--- src/rtl/mips_mc_pkg.sv ---
// Shared definitions for the multicycle MIPS control unit.
// Provides the state encoding, opcode/funct constants, the datapath select
// codes, and a decode helper that maps the IR to the state after DECODE.
package mips_mc_pkg;

  typedef enum logic [3:0] {
    S_FETCH  = 4'd0,
    S_DECODE = 4'd1,
    S_EXEC_M = 4'd2,
    S_MEM_L  = 4'd3,
    S_WB_L   = 4'd4,
    S_MEM_S  = 4'd5,
    S_EXEC_R = 4'd6,
    S_WB_R   = 4'd7,
    S_EXEC_B = 4'd8,
    S_EXEC_J = 4'd9,
    S_JAL_WB = 4'd10,
    S_EXEC_I = 4'd11,
    S_WB_I   = 4'd12,
    S_DELAY  = 4'd13,
    S_TRAP   = 4'd14,
    S_HALT   = 4'd15
  } state_e;

  localparam logic [5:0] OP_RTYPE = 6'h00;
  localparam logic [5:0] OP_SW    = 6'h2B;
  localparam logic [5:0] FN_JR    = 6'h08;

  localparam logic [2:0] ALU_ITYPE = 3'd0;
  localparam logic [2:0] ALU_MEM   = 3'd1;
  localparam logic [2:0] ALU_BR    = 3'd2;
  localparam logic [2:0] ALU_RTYPE = 3'd3;
  localparam logic [2:0] ALU_ADD   = 3'd4;

  localparam logic [1:0] PCS_ALU    = 2'd0;
  localparam logic [1:0] PCS_ALUOUT = 2'd1;
  localparam logic [1:0] PCS_JUMP   = 2'd2;
  localparam logic [1:0] PCS_RS     = 2'd3;

  localparam logic [1:0] RD_RT = 2'd0;
  localparam logic [1:0] RD_RD = 2'd1;
  localparam logic [1:0] RD_RA = 2'd2;

  localparam logic [1:0] M2R_ALUOUT = 2'd0;
  localparam logic [1:0] M2R_MDR    = 2'd1;
  localparam logic [1:0] M2R_PC     = 2'd2;

  // State following DECODE; S_TRAP marks an illegal opcode.
  function automatic state_e decode_next(input logic [31:0] ir);
    state_e nxt;
    casez (ir[31:26])
      6'b000000: nxt = (ir[5:0] == FN_JR) ? S_EXEC_J : S_EXEC_R;
      6'b000010: nxt = S_EXEC_J;
      6'b000011: nxt = S_JAL_WB;
      6'b00010?: nxt = S_EXEC_B;
      6'b100011,
      6'b101011: nxt = S_EXEC_M;
      6'b001???: nxt = S_EXEC_I;
      default:   nxt = S_TRAP;
    endcase
    return nxt;
  endfunction

endpackage

--- src/rtl/mips_mc_ctrl_tmo.sv ---
// Memory timeout counter (module mips_mc_tmo).
// Ports: clk, rst (sync, active-high), clr (zero the count), en (an access
// is outstanding), ready (memory completes this cycle), expired (this cycle
// is the TMO_CYC-th without ready; the access has timed out).
module mips_mc_tmo #(
  parameter int unsigned TMO_CYC = 16
) (
  input  logic clk,
  input  logic rst,
  input  logic clr,
  input  logic en,
  input  logic ready,
  output logic expired
);

  localparam int unsigned CW = $clog2(TMO_CYC + 1);
  localparam logic [CW-1:0] LAST = CW'(TMO_CYC - 1);

  logic [CW-1:0] count;

  always_ff @(posedge clk) begin
    if (rst || clr)
      count <= '0;
    else if (en && !ready)
      count <= count + 1'b1;
  end

  // Ready in the final cycle still completes the access.
  assign expired = en && !ready && (count == LAST);

endmodule

--- src/rtl/mips_mc_ctrl.sv ---
// Multicycle MIPS control unit with its own state register.
// Inputs: cclk, rst (sync, active-high), instr (IR), mem_ready.
// Outputs: memory request/strobe/address select, IR/PC write enables,
// PC source, ALU controls, register-file controls, debug state, sticky
// bus_err (memory timeout) and exc (illegal-opcode pulse).
// Build option: define MIPS_MC_CTRL_TRAP_EN to trap illegal opcodes via the
// TRAP state; otherwise they retire as NOPs and exc is tied low.
module mips_mc_ctrl
  import mips_mc_pkg::*;
#(
  parameter int unsigned ALUOP_W   = 3,
  parameter int unsigned DELAY_CYC = 1,
  parameter int unsigned TMO_CYC   = 16
) (
  input  logic               cclk,
  input  logic               rst,
  input  logic [31:0]        instr,
  input  logic               mem_ready,
  output logic               mem_req,
  output logic               mem_we,
  output logic               iord,
  output logic               ir_write,
  output logic               pc_write,
  output logic [1:0]         pc_write_cond,
  output logic [1:0]         pc_source,
  output logic [ALUOP_W-1:0] alu_op,
  output logic               alu_src_a,
  output logic [1:0]         alu_src_b,
  output logic               reg_write,
  output logic [1:0]         reg_dst,
  output logic [1:0]         mem_to_reg,
  output logic [3:0]         state,
  output logic               bus_err,
  output logic               exc
);

  localparam logic [2:0] DLY_LOAD  = 3'(DELAY_CYC);
  localparam bit         HAS_DELAY = (DELAY_CYC != 0);

  state_e     st;
  logic [2:0] dly;
  logic       tmo_expired;

`ifdef MIPS_MC_CTRL_TRAP_EN
  logic exc_q;
  assign exc = exc_q;
`else
  assign exc = 1'b0;
`endif

  // Any cycle without an outstanding access, or one that completes, restarts
  // the count, so every entry into a request state begins from zero.
  mips_mc_tmo #(.TMO_CYC(TMO_CYC)) u_tmo (
    .clk     (cclk),
    .rst     (rst),
    .clr     (!mem_req || mem_ready),
    .en      (mem_req),
    .ready   (mem_ready),
    .expired (tmo_expired)
  );

  always_ff @(posedge cclk) begin
    if (rst) begin
      st      <= S_FETCH;
      dly     <= '0;
      bus_err <= 1'b0;
`ifdef MIPS_MC_CTRL_TRAP_EN
      exc_q   <= 1'b0;
`endif
    end else begin
`ifdef MIPS_MC_CTRL_TRAP_EN
      exc_q <= 1'b0;
`endif
      if (tmo_expired) begin
        st      <= S_HALT;
        bus_err <= 1'b1;
      end else begin
        case (st)
          S_FETCH:  if (mem_ready) st <= S_DECODE;
          S_DECODE: begin
            if (decode_next(instr) == S_TRAP) begin
`ifdef MIPS_MC_CTRL_TRAP_EN
              st    <= S_TRAP;
              exc_q <= 1'b1;
`else
              st <= S_FETCH;
`endif
            end else begin
              st <= decode_next(instr);
            end
          end
          S_EXEC_M: begin
            if (instr[31:26] == OP_SW) st <= S_MEM_S;
            else                       st <= S_MEM_L;
          end
          S_MEM_L:  if (mem_ready) st <= S_WB_L;
          S_MEM_S: begin
            if (mem_ready) begin
              if (HAS_DELAY) st <= S_DELAY;
              else           st <= S_FETCH;
              dly <= DLY_LOAD;
            end
          end
          S_EXEC_B, S_EXEC_J: begin
            if (HAS_DELAY) st <= S_DELAY;
            else           st <= S_FETCH;
            dly <= DLY_LOAD;
          end
          S_DELAY: begin
            if (dly <= 3'd1) st <= S_FETCH;
            else             dly <= dly - 3'd1;
          end
          S_EXEC_R: st <= S_WB_R;
          S_EXEC_I: st <= S_WB_I;
          S_JAL_WB: st <= S_EXEC_J;
          S_HALT:   st <= S_HALT;
          default:  st <= S_FETCH;
        endcase
      end
    end
  end

  assign state = st;

  always_comb begin
    mem_req       = 1'b0;
    mem_we        = 1'b0;
    iord          = 1'b0;
    ir_write      = 1'b0;
    pc_write      = 1'b0;
    pc_write_cond = 2'b00;
    pc_source     = PCS_ALU;
    alu_op        = '0;
    alu_src_a     = 1'b0;
    alu_src_b     = 2'd0;
    reg_write     = 1'b0;
    reg_dst       = RD_RT;
    mem_to_reg    = M2R_ALUOUT;
    case (st)
      S_FETCH: begin
        mem_req   = 1'b1;
        ir_write  = mem_ready;
        pc_write  = mem_ready;
        alu_src_b = 2'd1;
        alu_op    = ALUOP_W'(ALU_ADD);
      end
      S_DECODE: begin
        alu_src_b = 2'd3;
        alu_op    = ALUOP_W'(ALU_ADD);
      end
      S_EXEC_M: begin
        alu_src_a = 1'b1;
        alu_src_b = 2'd2;
        alu_op    = ALUOP_W'(ALU_MEM);
      end
      S_MEM_L: begin
        mem_req = 1'b1;
        iord    = 1'b1;
      end
      S_MEM_S: begin
        mem_req = 1'b1;
        mem_we  = 1'b1;
        iord    = 1'b1;
      end
      S_WB_L: begin
        reg_write  = 1'b1;
        mem_to_reg = M2R_MDR;
      end
      S_EXEC_R: begin
        alu_src_a = 1'b1;
        alu_op    = ALUOP_W'(ALU_RTYPE);
      end
      S_WB_R: begin
        reg_write = 1'b1;
        reg_dst   = RD_RD;
      end
      S_EXEC_I: begin
        alu_src_a = 1'b1;
        alu_src_b = 2'd2;
        alu_op    = ALUOP_W'(ALU_ITYPE);
      end
      S_WB_I: reg_write = 1'b1;
      S_EXEC_B: begin
        alu_src_a     = 1'b1;
        alu_op        = ALUOP_W'(ALU_BR);
        pc_source     = PCS_ALUOUT;
        pc_write_cond = {instr[26], ~instr[26]};
      end
      S_JAL_WB: begin
        reg_write  = 1'b1;
        reg_dst    = RD_RA;
        mem_to_reg = M2R_PC;
      end
      S_EXEC_J: begin
        pc_write = 1'b1;
        if (instr[31:26] == OP_RTYPE && instr[5:0] == FN_JR) pc_source = PCS_RS;
        else                                                 pc_source = PCS_JUMP;
      end
      S_TRAP: begin
        pc_write  = 1'b1;
        pc_source = PCS_ALU;
        alu_op    = ALUOP_W'(ALU_ADD);
      end
      default: ;
    endcase
  end

endmodule

--- config.mk ---
export PLATFORM = sky130hd
export DESIGN_NAME = mips_mc_ctrl
export DESIGN_NICKNAME = d
export VERILOG_FILES = /design/src/rtl/mips_mc_pkg.sv /design/src/rtl/mips_mc_ctrl_tmo.sv /design/src/rtl/mips_mc_ctrl.sv
export SDC_FILE = /design/constraint.sdc
export NUM_CORES = 1
export LEC_CHECK = 0
export BUFFER_PORTS_ARGS = -buffer_cell sky130_fd_sc_hd__buf_2
export CORE_ASPECT_RATIO = 0.8
export CORE_MARGIN = 3
export CORE_UTILIZATION = 35
export CTS_CLUSTER_DIAMETER = 50
export DETAILED_ROUTE_END_ITERATION = 7
export GPL_TIMING_DRIVEN = 0
export PLACE_DENSITY = 0.68
export SLEW_MARGIN = 0
export SYNTH_ARGS = -nofsm -noshare
export SYNTH_HDL_FRONTEND = slang
export SYNTH_SLANG_ARGS = --single-unit
--- constraint.sdc ---
create_clock -name cclk -period 1.6 [get_ports cclk]
set_input_delay 0.08 -clock cclk [delete_from_list [all_inputs] [get_ports cclk]]
set_output_delay 0.08 -clock cclk [all_outputs]
set_load 0.05 [all_outputs]
## Yosys cells after proc, flatten, opt, wreduce, memory -nomap -nowiden

Cells that the tools add are included.
Widths: inputs -> output; s select.

| word-level totals | value |
|---|---|
| flip-flop bits (word level) | 13 |
| logic and storage cells | 90 |

| operators by class | value |
|---|---|
| mux-type cells | 30 |
| $lt $le $gt $ge | 1 |
| equal/unequal tests | 30 |
| add/subtract/negate cells | 2 |
| reduce and logical (&&, ||, !) cells | 21 |
| bitwise logic cells | 2 |

Operators by type and width:

| cell | number |
|---|---|
| $pmux 4 s11 | 1 |
| $mux 4 | 10 |
| $eq 4x4->1 const B | 9 |
| $pmux 4 s6 | 1 |
| $eq 4x3->1 const B | 4 |
| $eq 6x2->1 const B | 2 |
| $eq 6x6->1 const B | 2 |
| $ne 3x3->1 const B | 4 |
| $pmux 2 s2 | 3 |
| $pmux 3 s4 | 1 |
| $reduce_or 2->1 | 5 |
| $mux 3 | 3 |
| $pmux 3 s3 | 1 |
| $eq 4x2->1 const B | 2 |
| $reduce_and 4->1 | 2 |
| $reduce_or 4->1 | 2 |
| $mux 1 | 7 |
| $eq 6x4->1 const B | 1 |
| $logic_not 6->1 | 1 |
| $pmux 2 s3 | 1 |
| $reduce_or 3->1 | 2 |
| $add 5x1->5 const B | 1 |
| $eq 5x2->1 const B | 1 |
| $eq 5x4->1 const B | 1 |
| other kinds (13) | 19 |

## Longest topological paths before layout

Gate-level depths: netlist of the first run.

| logic depth | value |
|---|---|
| depth in word-level cells | 11 |
| gate-level depth with buffers | 7 |

## Modules after synthesis

From an unflattened synthesis of the first run, not the netlist that was laid out.

| unflattened totals | value |
|---|---|
| cells, all modules | 179 |
| area total of the unflattened synthesis | 1,332.5 sq um |

By module, submodules not included:

| module | seq. area each (sq um) | times used | cells each | area each (sq um) |
|---|---|---|---|---|
| mips_mc_ctrl | 160.2 | 1 | 152 | 1,086.0 |
| mips_mc_tmo | 100.1 | 1 | 27 | 246.5 |

## Worst setup path before layout of the first run

No wires, ideal clock.

| path | value |
|---|---|
| path type | reg2out |
| from | reg st[0], in the netlist state[0] |
| to | out alu_src_b[1] |
| buffers on the path | 2 |
| required time | 1,520 ps |
| arrival time | 2,261 ps |
| path slack | -741 ps |
| stages on the path, launching flop included | 6 |
| cells stage by stage | dfxtp_1 clkbuf_1 nand2b_1 clkbuf_1 or2_2 a21oi_1 |

| on the way | value |
|---|---|
| word-level cells in the longest chain between the ends | 3 |
| elaborated cells between the ends (all ways) | 6 |
| classes of those cells | eq/ne: 3; mux: 1; reduce/logical: 2 |

RTL lines:

| element | RTL line | source |
|---|---|---|
| start: declaration | mips_mc_ctrl.sv:40 | `state_e st;` |
| start signal: assignment | mips_mc_ctrl.sv:89 | `st <= decode_next(instr);` |
| $eq 4x4->1 / $eq 4x2->1 (equally long branches) | mips_mc_ctrl.sv:139 | `case (st)` |
| $reduce_or 2->1 (no line) | -- |  |
| $pmux 2 s3 * | mips_mc_ctrl.sv:139 |  |
| end: declaration | mips_mc_ctrl.sv:28 | `output logic [1:0] alu_src_b,` |

Every way passes the cells marked *; elsewhere a longest branch is shown, timed or not.

## Worst setup path in the final report of the first run

| path | value |
|---|---|
| from | reg u_tmo.count[1] |
| to | reg st[2], in the netlist state[2] |

| on the way | value |
|---|---|
| word-level cells in the longest chain between the ends | 4 |
| elaborated cells between the ends (all ways) | 8 |
| classes of those cells | eq/ne: 5; mux: 1; reduce/logical: 2 |

RTL lines:

| element | RTL line | source |
|---|---|---|
| start: declaration | mips_mc_ctrl_tmo.sv:19 | `logic [CW-1:0] count;` |
| start signal: assignment | mips_mc_ctrl_tmo.sv:25 | `count <= count + 1'b1;` |
| $eq 5x4->1 * | mips_mc_ctrl_tmo.sv:29 | `assign expired = en && !ready && (count == LAST);` |
| $logic_and 1x1->1 * | mips_mc_ctrl_tmo.sv:29 |  |
| $ne 3x3->1 (no line) | -- |  |
| $reduce_and 4->1 (no line) | -- |  |

Marks and branches as above.
A chain may end at the register's enable or synchronous reset.

==> reports/qor.csv, run 1 <==
stage,metric,value,unit
sta,layout_setup_ws,-77.4,ps
detailed_routing,drtIter0Drc,76,
floorplanning,coreArea,3200,µm²
detailed_routing,first_pass_iters,4,
synth,yosys.cell_types.count,52,
finish,finalInstanceArea,2030,µm²
synth,synth_simple_gate_area_frac,0.302,
detailed_routing,wl_per_cell,14.1,µm
synth,synth.avg_cell_area,6.88,µm²
place,place_worst_setup_slack,-343,ps
synth,yosys_warnings,0,
setup_path,cp_top_family,simple AND/OR/NAND/NOR gates,
floorplanning,rows,18,
detailed_routing,drcViolationCount,0,
clock_network,clk_path_buf_depth,2,
sta,fin_crit_sh,1.05,
setup_path,critPathBufInv,2,
status,violations,negative setup slack,
place,dpl.hpwl,2680,µm
setup_path,endpoint_kind,flip-flop,
floorplanning,dieArea,4230,µm²
grt,globalRouteOverflowTotal,0,
synth,synth_flop_cell,dfxtp_1,
power_and_ir_drop,p_leak,0.810,nW
synth,synth_nets,216,
clock_network,cts_tree,yes,
place,place_area,1570,µm²
clock_network,cts_made_buffers,3,
setup_path,crit_fanout,5,
finish,fin_cells,274,
clock_network,path_clk_slew,60,ps
clock_network,cts-htree-levels,1,
grt,antenna_found_initial,0,
sta,finalClockSkew,7.78,ps
setup_path,cp_cell_sequence,ha_4 -> and3_4 -> ha_4 -> inv_4 -> nor4_4 -> buf_4 -> a21oi_2 -> a31oi_1,
setup_path,path_common_cell,ha_4,
power_and_ir_drop,power_density,767,nW/µm²
worst_hold_path,hold_start,rst,
floorplanning,start_util,0.381,
finish,n_antenna_cell,0,
grt,track_usage,0.173,
setup_path,startpoint,u_tmo.count[1]$_SDFFE_PP0P_,
grt,grt_pass1_vias,1298,
place,port_buffers,39,
detailed_routing,ant_nets,0,
clock_network,cts_root_buffer,clkbuf_8,
grt,grt_start_max_net_pins,11,
sta,setup_viol,5,
floorplanning,io-pin-count,61,
finish,fin_nets,274,
floorplanning,die_h,58.8,µm
sta,rsz0062_at_grt,yes,
setup_path,rr_startpoint,u_tmo.count[1]$_SDFFE_PP0P_,
synth,synthMuxAreaShare,0.00925,
sta,min_period,1680,ps
finish,final_cell_mix,"26 x buf_4, 25 x buf_2, 24 x nor2_1, 10 x inv_1, 9 x buf_6",
setup_path,path_class,flip-flop to flip-flop,
clock_network,clk_latency,250,ps
synth,synth_area,1220,µm²
synth,synth_compound_area_frac,0.307,
synth,synth-xor-area-share,0.0216,
synth,synth_edf_count,0,
sta,hold_viol_final,0,
synth,synthArstFlopShare,0,
flow_run,cap_viol_max_count,0,
synth,synth_adder_area_share,0.0411,
detailed_routing,wirelength,3850,µm
grt,grt_pass1_wl,5960,µm
setup_path,required,1760,ps
sta,hold_ws,122,ps
sta,clock.fmax,0.596,GHz
sta,maxSlewViolCount,0,
finish,layout_commonest_cell,buf_4,
place,post-place-cells,256,
setup_path,max_stage_delay,380,ps
status,status,"finished, violations left",
synth,synth_top_family_by_area,compound AO/OA/AOI/OAI gates,
synth,synth-seq-cells,13,
synth,ys_seq_area_frac,0.214,
detailed_routing,vias_per_cell,5.42,
clock_network,cts_hold_buf,0,
finish,syn2layout_area_growth,66.4,%
finish,drive_gt1_frac,0.568,
setup_path,crit_slowest_cell,nor4_4,
setup_path,worstPathArrival,1840,ps
worst_hold_path,hold_path_class,input port to flip-flop,
power_and_ir_drop,max-vdd-ir-drop,0.401,mV
setup_path,startpoint_type,flip-flop,
place,gp_congestion,0.797,
floorplanning,die_w,71.9,µm
clock_network,cts_num_sinks,13,
synth,syn_inst,177,
detailed_routing,vias,1484,
## metal layers
layer	wire, µm	track usage
met5	0	0
met4	34	0.0161
met3	232	0.0392
met2	1870	0.280
met1	1720	0.245
## repair_timing
action                     in CTS  in global routing
gates resized for setup        39                 60
pin swaps                       6                 20
setup endpoints to repair      30                 31
setup buffers                   7                 11
## worst paths after layout
check,endpoint,slack [ps],cells after the start
max reg2reg,state[2]$_SDFFE_PP0P_,-80,8
max,state[2]$_SDFFE_PP0P_,-80,8
min,dly[1]$_SDFFE_PP0P_,120,3
min reg2reg,u_tmo.count[0]$_SDFFE_PP0P_,440,1
## logic make-up (layout without fill, tap and decap cells)
group,after synthesis,in the layout
simple gates,75,75
compound gates,53,53
buf+inv,27,84
flops,13,13
fa+ha+maj,4,4
xor+xnor,3,3
other cells,1,1
mux,1,1
## cells in the mapped netlist, types with 2 or more instances
cell,n,area [µm²]
ha_1,4,50.1
nand2_1,7,26.3
a21oi_1,12,60.1
nor3_1,5,25.0
buf_4,2,15.0
a22oi_1,2,15.0
inv_1,12,45.0
buf_6,2,22.5
clkbuf_1,9,33.8
dfxtp_1,13,260
buf_1,2,7.51
nor2_1,34,128
and3_1,4,25.0
and2_1,2,12.5
o21ai_0,12,60.1
a31oi_1,3,18.8
xor2_1,2,17.5
o21a_1,2,15.0
o211ai_1,3,22.5
nand2b_1,6,37.5
o31ai_1,3,22.5
nand3_1,6,30.0
## power by group
group | switching [W] | internal [W]
registers | 0.0000347 | 0.000345
logic | 0.000536 | 0.000339
clock network | 0.000128 | 0.000172
total | 0.000699 | 0.000856
## per-stage QoR
stage | util | power (W) | TNS (ps)
6_report | 0.633 | 0.00155 | -215
5_1_grt | 0.633 | 0.00164 | -766
4_1_cts | 0.554 | 0.00145 | -802
3_5_place_dp | 0.492 | 0.00106 | -1600
3_3_place_gp | 0.492 | 0.00106 | -1390
2_1_floorplan | - | 0.000915 | -1160
## area by class of cell
| type | count | area, µm² |
|---|---|---|
| inverter | 12 | 47.5 |
| fill | 276 | 1170 |
| multi-input combinational | 137 | 1090 |
| timing repair buffer | 56 | 390 |
| clock buffer | 3 | 41.3 |
| sequential | 13 | 285 |
| buffer | 12 | 114 |
| clock inverter | 1 | 5.00 |
| tap | 40 | 50.0 |
## state kept, by name (all words and copies together) (netlist names)
signal,flops
dly,3
bus_err,1
state,4
u_tmo.count,5
## worst reg2reg max path, stage by stage, from the launching register on
cell and delay (ps):
dfxtp_2 350, ha_4 140, and3_4 190, ha_4 130, inv_4 40, nor4_4 390
buf_4 180, a21oi_2 30, a31oi_1 160
(Power assumes the default switching activity.)
==> run 2, diff against run 1 <==
--- a/config.mk
+++ b/config.mk
@@ -12,8 +12,7 @@
 export CTS_CLUSTER_DIAMETER = 50
 export DETAILED_ROUTE_END_ITERATION = 7
 export GPL_TIMING_DRIVEN = 0
-export PLACE_DENSITY = 0.68
-export SLEW_MARGIN = 0
+export PLACE_DENSITY = 0.66
 export SYNTH_ARGS = -nofsm -noshare
 export SYNTH_HDL_FRONTEND = slang
 export SYNTH_SLANG_ARGS = --single-unit
==> constraint.sdc (replaced) <==
create_clock -name cclk -period 1.7 [get_ports cclk]
set_input_delay 0.085 -clock cclk [delete_from_list [all_inputs] [get_ports cclk]]
set_output_delay 0.085 -clock cclk [all_outputs]
set_load 0.05 [all_outputs]
==> run 2 against run 1 <==
  * The flow now finishes without violations
  * Critical path depth down 1
  * Largest power group unchanged
  * Critical endpoint unchanged
  * Largest cell class unchanged
  * Final cell count fell by 1.8%
  * Total power down 12%
  * Core utilization decreased by 5.2 points
  * Sequential power is 8.7% lower
==> reports/qor.csv, run 2 (same netlist as run 1, synthesis figures left out) <==
stage,metric,value,unit
status,status,completed,
finish,finalInstanceArea,1860,µm²
detailed_routing,drtIter0Drc,154,
sta,fin_crit_sh,0.985,
sta,maxSlewViolCount,0,
sta,finalClockSkew,2.04,ps
place,dpl.hpwl,2630,µm
sta,min_period,1670,ps
power_and_ir_drop,p_int,0.000743,W
finish,syn2layout_area_growth,52.8,%
grt,grt_pass1_vias,1316,
flow_run,cap_viol_max_count,0,
place,gp_congestion,0.832,
place,post-place-cells,256,
finish,drive_gt1_frac,0.485,
floorplanning,coreArea,3200,µm²
setup_path,required,1860,ps
grt,grt_start_max_net_pins,11,
finish,n_fill_cell,300,
finish,final_cell_mix,"32 x buf_2, 26 x nor2_1, 18 x buf_4, 11 x inv_1, 9 x o21ai_0",
setup_path,crit_fanout,10,
floorplanning,start_util,0.381,
power_and_ir_drop,combPwrFrac,0.544,
power_and_ir_drop,max-vdd-ir-drop,0.470,mV
place,place_area,1560,µm²
clock_network,cts_root_buffer,clkbuf_8,
power_and_ir_drop,p_leak,0.766,nW
finish,layout_commonest_cell,buf_2,
finish,fin_nets,269,
finish,finalCoreUtilization,0.582,
power_and_ir_drop,power_density,732,nW/µm²
clock_network,path_clk_slew,60,ps
detailed_routing,first_pass_iters,4,
detailed_routing,vias,1445,
finish,top_register,u_tmo.count,
sta,setup_viol,0,
finish,fin_cells,269,
sta,hold_viol_final,0,
power_and_ir_drop,seqPwrFrac,0.254,
finish,multi_input_area,1010,µm²
detailed_routing,wirelength,3620,µm
detailed_routing,wl_per_cell,13.5,µm
floorplanning,dieArea,4230,µm²
detailed_routing,vias_per_cell,5.37,
setup_path,worstPathArrival,1840,ps
power_and_ir_drop,p_clk_frac,0.202,
worst_hold_path,hold_path_class,input port to flip-flop,
clock_network,cts_made_buffers,3,
setup_path,rrSetupSlack,30,ps
place,place_worst_setup_slack,-175,ps
detailed_routing,drcViolationCount,0,
sta,layout_setup_ws,25.2,ps
floorplanning,io-pin-count,61,
setup_path,endpoint_kind,flip-flop,
place,port_buffers,39,
sta,rsz0062_at_grt,yes,
setup_path,startpoint_type,flip-flop,
sta,hold_ws,137,ps
clock_network,clk_latency,240,ps
grt,antenna_found_initial,0,
floorplanning,rows,18,
finish,n_antenna_cell,0,
floorplanning,die_w,71.9,µm
clock_network,cts_num_sinks,13,
power_and_ir_drop,power_switching,0.000619,W
sta,clock.fmax,0.597,GHz
grt,grt_pass1_wl,6130,µm
finish,regArea,278,µm²
clock_network,cts-htree-levels,1,
setup_path,path_class,flip-flop to flip-flop,
grt,track_usage,0.178,
clock_network,cts_tree,yes,
finish,largest_reg_flops,5,
floorplanning,die_h,58.8,µm
detailed_routing,ant_nets,0,
grt,globalRouteOverflowTotal,0,
power_and_ir_drop,power_switching_share,0.454,
clock_network,clk_path_buf_depth,2,
==> run 2: changes by cell type in the layout (fill, tap and decap cells not counted), moves of 3 or more <==
cell	change
buf_2	+7
buf_4	-8
buf_6	-3
buf_8	-3
==> run 2: power groups by stage <==
stage / clock (W) / combinational (W) / sequential [W]
6_report: 0.000275 / 0.000741 / 0.000346
5_1_grt: 0.000296 / 0.000796 / 0.000350
4_1_cts: 0.000284 / 0.000686 / 0.000347
3_5_place_dp: 0 / 0.000653 / 0.000342
3_3_place_gp: 0 / 0.000650 / 0.000341
2_1_floorplan: 0 / 0.000480 / 0.000373
==> run 2: critical path, stage by stage (launching register included) <==
cell	delay (ps)
dfxtp_4	340
clkbuf_4	180
nand3b_1	230
o21a_4	170
nor4_4	280
buf_4	180
a21oi_1	30
a31oi_1	170
==> run 2: area by class of cell <==
class                      instances  share of cell area
buffer                            12              0.0558
clock buffer                       3              0.0222
clock inverter                     1             0.00269
inverter                          12              0.0242
multi-input combinational        137               0.541
sequential                        13               0.149
tap                               40              0.0269
timing repair buffer              51               0.178
==> run 2: through the flow <==
step	TNS [ps]	power, W
global placement	-496	0.000992
floorplan	-641	0.000853
CTS	-346	0.00132
detailed placement	-570	0.000994
global route	-143	0.00144
finish	0	0.00136
==> run 2: path summary, 6_finish.rpt <==
check,to,depth (start not counted),start
worst min-delay path,dly[1]$_SDFFE_PP0P_,3,rst
worst min register to register,bus_err$_SDFFE_PP0P_,2,bus_err$_SDFFE_PP0P_
worst max-delay path,state[2]$_SDFFE_PP0P_,7,state[2]$_SDFFE_PP0P_
worst max register to register,state[2]$_SDFFE_PP0P_,7,state[2]$_SDFFE_PP0P_
==> run 2: layer usage <==
metal / track usage / vias up / part of all wire
li1: - / 728 / -
met1: 0.260 / 663 / 0.47
met2: 0.287 / 50 / 0.46
met3: 0.0222 / 4 / 0.059
met4: 0.0241 / 0 / 0.0086
met5: 0 / - / 0
==> run 2: repair_timing <==
item | CTS | global route
setup buffers | 5 | 8
endpoints found under the setup margin | 17 | 20
resized for setup | 26 | 31
pin swaps | 7 | 12
hold buffers | 0 | 0
